<file path="config.mk">
export PLATFORM = sky130hd
export DESIGN_NAME = cpu_sequencer
export DESIGN_NICKNAME = d
export VERILOG_FILES = /design/src/rtl/cpu_sequencer.sv
export SDC_FILE = /design/constraint.sdc
export NUM_CORES = 1
export LEC_CHECK = 0
export ABC_AREA = 1
export CAP_MARGIN = 40
export CORE_MARGIN = 4
export CORE_UTILIZATION = 30
export DETAILED_ROUTE_END_ITERATION = 7
export REMOVE_ABC_BUFFERS = 1
export SYNTH_ARGS = -nofsm -noshare
export SYNTH_HDL_FRONTEND = slang
export SYNTH_SLANG_ARGS = --single-unit
</file>
<file path="constraint.sdc">
create_clock -name clk -period 2 [get_ports clk]
set_input_delay 0.5 -clock clk [delete_from_list [all_inputs] [get_ports clk]]
set_output_delay 0.5 -clock clk [all_outputs]
set_load 0.02 [all_outputs]
</file>
<file path="src/rtl/cpu_sequencer.sv">
// cpu_sequencer: multi-cycle control FSM for the 8-bit CPU core.
//
// Fetches one instruction per pass (FETCH -> DECODE -> EXECUTE -> WRITEBACK),
// decodes it into register-file addresses, an ALU function select and the
// register-file write strobe, and owns the program counter. HALT (opcode 0xF)
// parks the core until reset.
//
// Optional feature: define CPU_SEQ_FETCH_TIMEOUT_EN to add a fetch wait counter.
// When FETCH waits FETCH_TIMEOUT cycles without a handshake the core parks in
// FAULT. Without the macro FETCH waits indefinitely and fault is tied to 0.
//
// Ports:
//   clk           in   core clock, rising edge
//   rst           in   synchronous active-high reset
//   instr[7:0]    in   instruction word, meaningful when instr_valid = 1
//   instr_valid   in   instruction memory handshake (only honoured in FETCH)
//   alu_zero      in   ALU zero flag, sampled at the EXECUTE edge
//   pc[7:0]       out  program counter / instruction address
//   instr_req     out  fetch request, high only in FETCH
//   reg_dest[1:0] out  register-file destination address
//   reg_src1      out  register-file operand 1 address
//   reg_src2      out  register-file operand 2 address
//   write_enable  out  register-file write strobe, one cycle in WRITEBACK
//   alu_op[2:0]   out  ALU function select
//   halted        out  core stopped in HALT or FAULT
//   fault         out  fetch timeout occurred
module cpu_sequencer #(
   parameter int unsigned FETCH_TIMEOUT = 15
) (
   input  logic       clk,
   input  logic       rst,
   input  logic [7:0] instr,
   input  logic       instr_valid,
   input  logic       alu_zero,
   output logic [7:0] pc,
   output logic       instr_req,
   output logic [1:0] reg_dest,
   output logic       reg_src1,
   output logic       reg_src2,
   output logic       write_enable,
   output logic [2:0] alu_op,
   output logic       halted,
   output logic       fault
);

   typedef enum logic [2:0] {
      StFetch,
      StDecode,
      StExecute,
      StWriteback,
      StHalt
`ifdef CPU_SEQ_FETCH_TIMEOUT_EN
      ,
      StFault
`endif
   } state_e;

   localparam logic [3:0] OpBz   = 4'h8;
   localparam logic [3:0] OpHalt = 4'hF;

   state_e      state_q;
   logic [7:0]  pc_q;
   logic [7:0]  pc_d;
   logic [7:0]  ir_q;
   logic        taken_q;
   logic        instr_req_q;
   logic        we_q;
   logic [2:0]  alu_op_q;
   logic        halted_q;
   logic [3:0]  ir_op;
   logic [7:0]  br_off;

   assign ir_op  = ir_q[7:4];
   assign br_off = {{4{ir_q[3]}}, ir_q[3:0]};

   function automatic logic [2:0] alu_op_of(input logic [3:0] op);
      case (op)
         4'h1:    return 3'd0;  // ADD
         4'h2:    return 3'd1;  // SUB
         4'h3:    return 3'd2;  // AND
         4'h4:    return 3'd3;  // OR
         4'h5:    return 3'd4;  // XOR
         4'h6:    return 3'd5;  // MOV (pass operand 1)
         default: return 3'd0;
      endcase
   endfunction

   function automatic logic writes_rf(input logic [3:0] op);
      return (op >= 4'h1) && (op <= 4'h6);
   endfunction

   // Next PC taken at the WRITEBACK exit; wraps modulo 256.
   always_comb begin
      pc_d = pc_q + 8'd1;
      if ((ir_op == OpBz) && taken_q) begin
         pc_d = pc_q + br_off;
      end
   end

`ifdef CPU_SEQ_FETCH_TIMEOUT_EN
   localparam logic [3:0] TimeoutLast = 4'(FETCH_TIMEOUT - 1);

   logic [3:0] wait_cnt_q;
   logic       fault_q;
`else
   logic unused_timeout_cfg;
   assign unused_timeout_cfg = ^FETCH_TIMEOUT;
`endif

   // Outputs are registered for the state being entered, so each one is a
   // clean per-state decode with no glitch across state boundaries.
   always_ff @(posedge clk) begin
      if (rst) begin
         state_q     <= StFetch;
         pc_q        <= 8'h00;
         ir_q        <= 8'h00;
         taken_q     <= 1'b0;
         instr_req_q <= 1'b1;
         we_q        <= 1'b0;
         alu_op_q    <= 3'd0;
         halted_q    <= 1'b0;
`ifdef CPU_SEQ_FETCH_TIMEOUT_EN
         wait_cnt_q  <= 4'd0;
         fault_q     <= 1'b0;
`endif
      end else begin
         we_q <= 1'b0;
         unique case (state_q)
            StFetch: begin
               if (instr_valid) begin
                  ir_q        <= instr;
                  alu_op_q    <= alu_op_of(instr[7:4]);
                  instr_req_q <= 1'b0;
                  state_q     <= StDecode;
               end
`ifdef CPU_SEQ_FETCH_TIMEOUT_EN
               else if (wait_cnt_q == TimeoutLast) begin
                  instr_req_q <= 1'b0;
                  halted_q    <= 1'b1;
                  fault_q     <= 1'b1;
                  state_q     <= StFault;
               end else begin
                  wait_cnt_q <= wait_cnt_q + 4'd1;
               end
`endif
            end
            StDecode: begin
               state_q <= StExecute;
            end
            StExecute: begin
               // Branch condition is captured here and held through WRITEBACK.
               taken_q <= alu_zero;
               if (ir_op == OpHalt) begin
                  halted_q <= 1'b1;
                  alu_op_q <= 3'd0;
                  state_q  <= StHalt;
               end else begin
                  we_q    <= writes_rf(ir_op);
                  state_q <= StWriteback;
               end
            end
            StWriteback: begin
               pc_q        <= pc_d;
               alu_op_q    <= 3'd0;
               instr_req_q <= 1'b1;
`ifdef CPU_SEQ_FETCH_TIMEOUT_EN
               wait_cnt_q  <= 4'd0;
`endif
               state_q     <= StFetch;
            end
            StHalt: begin
               state_q <= StHalt;
            end
`ifdef CPU_SEQ_FETCH_TIMEOUT_EN
            StFault: begin
               state_q <= StFault;
            end
`endif
            default: begin
               state_q <= StFetch;
            end
         endcase
      end
   end

   // Reset is also an output mask: a write pending in WRITEBACK is dropped
   // when reset lands on that cycle.
   assign pc           = pc_q;
   assign instr_req    = instr_req_q & ~rst;
   assign write_enable = we_q & ~rst;
   assign halted       = halted_q & ~rst;
   assign alu_op       = rst ? 3'd0 : alu_op_q;
   assign reg_dest     = rst ? 2'd0 : ir_q[3:2];
   assign reg_src1     = ir_q[1] & ~rst;
   assign reg_src2     = ir_q[0] & ~rst;

`ifdef CPU_SEQ_FETCH_TIMEOUT_EN
   assign fault = fault_q & ~rst;
`else
   assign fault = 1'b0;
`endif

endmodule

</file>
==> impl_metrics.tcl <==
set metrics [dict create \
    ant_nets 0 \
    grtUsageTotal 0.123 \
    setup_violations 1 \
    wl_per_cell_um 10.7 \
    hold_end "halted_q$_SDFFE_PP0P_" \
    rrSetupSlack_ps -40 \
    cts_root_buffer "clkbuf_8" \
    clkSinkCount 26 \
    vias 1404 \
    crit_family "simple AND/OR/NAND/NOR gates" \
    die_h_um 77.2 \
    io_buffers 29 \
    reg2reg_to "pc[6]$_SDFFE_PP0P_" \
    layout-drive-gt1-share 0.301 \
    vias_per_cell 4.51 \
    ys_async_sr_fraction 0 \
    grt_overflow 0 \
    synth.area.top_cells "dfxtp_1 36%, inv_1 9.1%, nand2_1 8.4%, nor2_1 6.5%, a21oi_1 5.6%" \
    start_util 0.319 \
    drt_iter0_drc 33 \
    hold_violations 0 \
    muxShareOfSynthArea 0 \
    synth_xor_area_frac 0.00610 \
    rsz0062_at_grt "true" \
    synth_top_family_by_area "simple AND/OR/NAND/NOR gates" \
    critical-path-max-stage-delay_ps 360 \
    core_area_um2 4500 \
    worst-path-buf-inv 1 \
    dp_hpwl_mm 2.58 \
    hold_buffers 0 \
    ys.warnings.count 0 \
    cts_made_buffers 3 \
    leakage_nw 0.910 \
    drc_errors 0 \
    fill_cells 473 \
    power.density_nw_per_um2 682 \
    cp_cell_sequence "nor2_4, nand2_2, nor2_2, nand2_1, ha_2, inv_2, fa_2, or2_4, nand3_2, nand2_2, nor2_2, nand2_1, nand3_1, nand2_1, nand3_1, nand2_1" \
    hold_start "halted_q$_SDFFE_PP0P_" \
    antenna_found_initial 0 \
    cts.path.max_buffers 2 \
    dieArea_um2 5960 \
    grt_start_max_net_pins 17 \
    synthFlopType "dfxtp_1" \
    cts_max_level 1 \
    cp-end-kind "flip-flop" \
    syn_avg_cell_area_um2 7.04 \
    area_delta_synth_final_pct 44.7 \
    min_period_ps 2040 \
    crit_path_start_kind "flip-flop" \
    violations "negative setup slack" \
    cpMostUsedCell "nand2_1" \
    clk_pin_slew_ps 100 \
    final_nets 276 \
    synth-simple-area-share 0.317 \
    min_delay_path_depth 2 \
    drt_pre_antenna_iters 4 \
    instances_no_fill 311 \
    synth_edf_count 0 \
    finalClockSkew_ps 5.26 \
    synth_area_um2 1440 \
    insertion_delay_ps 280 \
    synthTopCellsByCount "35 x inv_1, 32 x nand2_1, 26 x dfxtp_1" \
    wl_mm 3.34 \
    ys_seq_elements 26 \
    grt_pass1_wl_mm 6.10 \
    reg2reg_from "ir_q[4]$_SDFFE_PP0P_" \
    grt_pass1_vias 1453 \
    dp.cells 300 \
    setup_slack_ps -36.7 \
    dieWidth_um 77.2 \
    seq_area_frac_synth 0.362 \
    ios 31 \
    antenna_cells 0 \
    synth_compound_area_frac 0.159 \
    drv_slew 0 \
    gp_congestion 0.863 \
    yosysTopAreaCellShare 0.362 \
    cts_tree "yes" \
    cp_max_fo 3 \
    worstPathArrival_ps 2220 \
    fin_tns_setup_ps -36.7 \
    cp.required_ps 2180 \
    synthAdderAreaFrac 0.0401 \
    timing.final.crit_share 1.02 \
    hp-class "reg -> reg" \
    max_cap_violations 0 \
    peakVddDrop_mv 0.438 \
    synth_most_common_cell "inv_1" \
    ys_types 33 \
    reg2regPathDepth 16 \
    outcome "finished, violations left" \
    postSynthCellCount 204 \
    crit_path_top_delay_cell "dfxtp_2" \
    rows 24 \
    yosys.area.top_type "dfxtp_1" \
    fmax_mhz 491 \
    path_class "reg -> reg" \
]
-- cell type report --
class | count | area (um^2) | area share
clock inverters | 1 | 30.0 | 0.0144
flip-flops and latches | 26 | 526 | 0.253
clock buffers | 3 | 41.3 | 0.0199
well taps | 52 | 65.1 | 0.0313
repair buffers | 56 | 495 | 0.238
multi-input cells | 136 | 782 | 0.376
inverters | 37 | 139 | 0.0668
-- layer usage --
metal  track usage  part of all wire  routed length [um]
met3        0.0269             0.036                 121
met4        0.0391             0.013                  44
met2         0.222              0.50                1660
met5             0                 0                   0
met1         0.143              0.45                1510
-- logic make-up (layout without fill, tap and decap cells) --
kind of cell | Yosys count | after routing
AO/OA/AOI/OAI | 40 | 40
XOR/XNOR | 1 | 1
adder cells (fa/ha/maj) | 4 | 4
buffers and inverters | 42 | 97
flip-flops | 26 | 26
other | 1 | 1
AND/OR/NAND/NOR | 90 | 90
-- worst min-delay path: cells and delay by family (launching register included) --
family,cells,cell delay [ps]
buf+inv,1,50
compound gates,1,60
flops,1,310
-- metrics by stage --
stage / power [mW] / area [um^2] / util / hold slack (ps) / worst slack (ps)
5_1_grt: 1.51 / 2080 / 0.461 / 493 / -237
2_1_floorplan: 0.799 / 1410 / - / 430 / -157
3_5_place_dp: 0.961 / 1920 / 0.426 / 445 / -370
6_report: 1.42 / 2080 / 0.461 / 455 / -36.7
4_1_cts: 1.43 / 2070 / 0.459 / 458 / -110
3_3_place_gp: 0.960 / 1920 / 0.426 / 445 / -374
-- flip-flops by register name, summed over array words and instances (netlist names) --
signal       flops
we_q             1
alu_op_q         3
halted_q         1
pc               8
taken_q          1
instr_req_q      1
state_q          3
ir_q             8
-- how the worst max path moves through the flow --
stage / startpoint / end / slack [ps] / cells past startpoint
floorplan: ir_q[7]$_SDFFE_PP0P_ / pc[6]$_SDFFE_PP0P_ / -160 / 15
global placement: rst / reg_dest[1] / -370 / 4
detailed placement: rst / reg_src1 / -370 / 4
CTS: ir_q[5]$_SDFFE_PP0P_ / pc[6]$_SDFFE_PP0P_ / -110 / 16
global route: ir_q[6]$_SDFFE_PP0P_ / pc[6]$_SDFFE_PP0P_ / -240 / 15
finish: ir_q[4]$_SDFFE_PP0P_ / pc[6]$_SDFFE_PP0P_ / -40 / 16
-- cell usage in the layout, fill, tap and decap left out, drive strengths merged --
cell type      Yosys  routed
a211oi             1       1
a21oi             17      17
a22o               1       1
a31oi              2       2
a32o               1       1
buf                1      30
bufinv             0       1
clkbuf             4       3
clkdlybuf4s15      0       7
clkdlybuf4s50      0      18
conb               1       1
dfxtp             26      26
dlygate4sd2        0       1
fa                 1       1
ha                 3       3
inv               37      37
nand2             38      38
nand3             11      11
nand4              2       2
nor2              33      33
nor3               3       3
nor4               2       2
o21ai             14      14
o22ai              3       3
o41ai              1       1
or2                1       1
xor2               1       1
-- where the power goes --
part	total, mW	internal, mW	switching [mW]
Sequential	0.601	0.571	0.0300
Clock	0.448	0.268	0.180
Combinational	0.368	0.166	0.202
Total	1.42	1.01	0.412
-- repair_timing --
item,in CTS,in global routing
setup buffers,7,0
pin swaps,8,6
gates resized for setup,49,4
setup endpoints to repair,12,4
Power figures use the tool's default switching activity.
==> edit: new RTL, config.mk and constraints unchanged <==
Register the inputs `instr`, `instr_valid` and `alu_zero` before use, with the module's reset. The logic sees them one clock later.
--- a/src/rtl/cpu_sequencer.sv
+++ b/src/rtl/cpu_sequencer.sv
@@ -59,4 +59,20 @@
    localparam logic [3:0] OpHalt = 4'hF;
 
+   logic [7:0] instr_q;
+   logic instr_valid_q;
+   logic alu_zero_q;
+
+   always_ff @(posedge clk) begin
+      if (rst) begin
+         instr_q       <= '0;
+         instr_valid_q <= '0;
+         alu_zero_q    <= '0;
+      end else begin
+         instr_q       <= instr;
+         instr_valid_q <= instr_valid;
+         alu_zero_q    <= alu_zero;
+      end
+   end
+
    state_e      state_q;
    logic [7:0]  pc_q;
@@ -128,7 +144,7 @@
          unique case (state_q)
             StFetch: begin
-               if (instr_valid) begin
-                  ir_q        <= instr;
-                  alu_op_q    <= alu_op_of(instr[7:4]);
+               if (instr_valid_q) begin
+                  ir_q        <= instr_q;
+                  alu_op_q    <= alu_op_of(instr_q[7:4]);
                   instr_req_q <= 1'b0;
                   state_q     <= StDecode;
@@ -150,5 +166,5 @@
             StExecute: begin
                // Branch condition is captured here and held through WRITEBACK.
-               taken_q <= alu_zero;
+               taken_q <= alu_zero_q;
                if (ir_op == OpHalt) begin
                   halted_q <= 1'b1;
Check against the original RTL: not equivalent (Yosys sat finds a counterexample within 4 cycles, from zero or initial values and one cycle with rst high).
==> edit against the unedited design <==
- critical path depth grew 2
- area after synthesis grew 21%
- power grew 27%
- worst setup slack gained 0.062 ns
- sequential cell count grew 10
- die area grew 18%
- final area grew 15%
- routed wire length grew 11%
- largest cell class unchanged
- clock power grew 43%
- final cell count grew 18%
==> edit: results (changes against the unedited design) <==
* **Static Leakage** 1.08 nW, +18%
* **cell area after placement** 2220 um2, +16%
* **Wirelength per Cell** 10.1 um, -6.1%
* **latest clock arrival within the worst-skew pair** 0.29 ns
* **Via Count** 1566, +12%
* **layout cells sized above 1** 0.271, -0.0300
* **CP max stage cell** sky130_fd_sc_hd__dfxtp_2
* **type of the worst min-delay path** reg2reg
* **via count of the first global-routing pass** 1388, -4.5%
* **maximum number of pins on one net before global-route repair** 17, unchanged
* **result of the run** finished clean
* **number of detailed-routing iterations run before antenna repair** 4, unchanged
* **post-CTS clock slew at the launch and capture registers of the worst setup and hold paths** 0.08 ns, -0.02 ns
* **Worst EP arrival** 2.16 ns, -0.06 ns
* **synth cell count leaders** sky130_fd_sc_hd__inv_1, sky130_fd_sc_hd__dfxtp_1, sky130_fd_sc_hd__nor2_1
* **maximum clock rate** 506 MHz, +3.1%
* **Clock Path Buffers** 2, unchanged
* **largest fanout of any net on the critical path** 3, unchanged
* **final-layout fill cell count** 577, +22%
* **HPWL Detailed** 2.73 mm, +5.8%
* **count of buffers from port buffering** 29, unchanged
* **number of antenna violations at the first check in global routing** 0, unchanged
* **top_reg_cell synth** sky130_fd_sc_hd__dfxtp_1
* **Seq/Total Area, Yosys** 0.416, +0.0538
* **Max IR drop VDD** 0.000463 V, +5.8%
* **Syn. warnings** 0, unchanged
* **Worst Clk Skew** 0.00448 ns, -0.000788 ns
* **cell types occupying the most area after synthesis** sky130_fd_sc_hd__dfxtp_1, sky130_fd_sc_hd__inv_1, sky130_fd_sc_hd__nor2_1, sky130_fd_sc_hd__nand2_1, sky130_fd_sc_hd__a21oi_1
* **synth unique cells** 34, +3.0%
* **H-tree depth** 2, +1
* **global-route wire length before repair** 6.15 mm, +0.90%
* **final weighted congestion in routability-driven placement** 0.824, -4.5%
* **Slew Limit Fails** 0, unchanged
* **total global-route track usage** 0.107, -0.0158
* **Setup violations, final** 0, -1
* **post-layout net count** 310, +12%
* **CTS root buf** sky130_fd_sc_hd__clkbuf_8
* **largest incremental delay on the critical path** 0.34 ns, -0.02 ns
* **final antenna diode count** 0, unchanged
* **share of flip-flops with an asynchronous set or reset after synthesis** 0, unchanged
* **initial detailed-routing violation count** 32, -3.0%
* **number of buffers inserted during clock tree synthesis** 5, +2
[edit: cell type report]
cell class | instances | share of cell area
well taps | 72 | 0.0377
repair buffers | 56 | 0.185
flip-flops and latches | 36 | 0.305
inverters | 48 | 0.0754
multi-input cells | 147 | 0.350
clock inverters | 3 | 0.0178
clock buffers | 5 | 0.0288
[edit: worst max-delay path, delay by kind of cell, from the launching register on]
family	cells	cell delay, ns
adders and majority gates	2	0.38
DFF	1	0.34
buffers and inverters	2	0.09
AOI/OAI and AO/OA	1	0.13
and+or+nand+nor	13	0.94
[edit: per-layer routing]
layer  track usage  vias to the layer above  wire length (um)
met2         0.181                       29              1790
li1              -                      851                 -
met3        0.0336                        7               187
met1         0.129                      679              1670
met4        0.0336                        0                57
met5             0                        -                 0
[edit: stage by stage]
step	std cells	TNS, ns	setup WS (ns)	util
after floorplan	231	0	0.0228	-
after global placement	350	-3.39	-0.395	0.401
after detailed placement	350	-3.40	-0.368	0.401
after CTS	360	0	0.00234	0.426
after global routing	367	-0.412	-0.179	0.432
final	367	0	0.0252	0.432
[edit: timing repair]
action,4_1_cts,5_1_grt
setup endpoints to repair,14,10
cloned,0,0
pin swaps,4,11
gates resized for setup,44,15
endpoints found under the hold margin,0,0
buffers inserted,2,7
[edit: path summary, 6_finish.rpt]
| path | start | endpoint | slack [ns] | cells past startpoint |
|---|---|---|---|---|
| worst min-delay path | alu_op_q[0]$_SDFFE_PP0P_ | alu_op_q[0]$_SDFFE_PP0P_ | 0.45 | 2 |
| worst max register to register | ir_q[4]$_SDFFE_PP0P_ | pc[6]$_SDFFE_PP0P_ | 0.03 | 18 |
| worst max-delay path | ir_q[4]$_SDFFE_PP0P_ | pc[6]$_SDFFE_PP0P_ | 0.03 | 18 |
| worst min register to register | alu_op_q[0]$_SDFFE_PP0P_ | alu_op_q[0]$_SDFFE_PP0P_ | 0.45 | 2 |
[edit: power by group]
part	internal (mW)	switching, mW	total (mW)
logic	0.156	0.198	0.354
clock network	0.369	0.271	0.640
registers	0.773	0.0388	0.812
total	1.30	0.508	1.81
[edit: logic make-up (layout without fill, tap and decap cells)]
group                    Yosys count  in the layout  share of synthesized area
flip-flops                        36             36                      0.416
adder cells (fa/ha/maj)            4              4                     0.0332
other                              1              1                    0.00217
XOR/XNOR                           5              5                     0.0253
AO/OA/AOI/OAI                     47             47                      0.147
buffers and inverters             54            112                      0.119
AND/OR/NAND/NOR                   90             90                      0.257
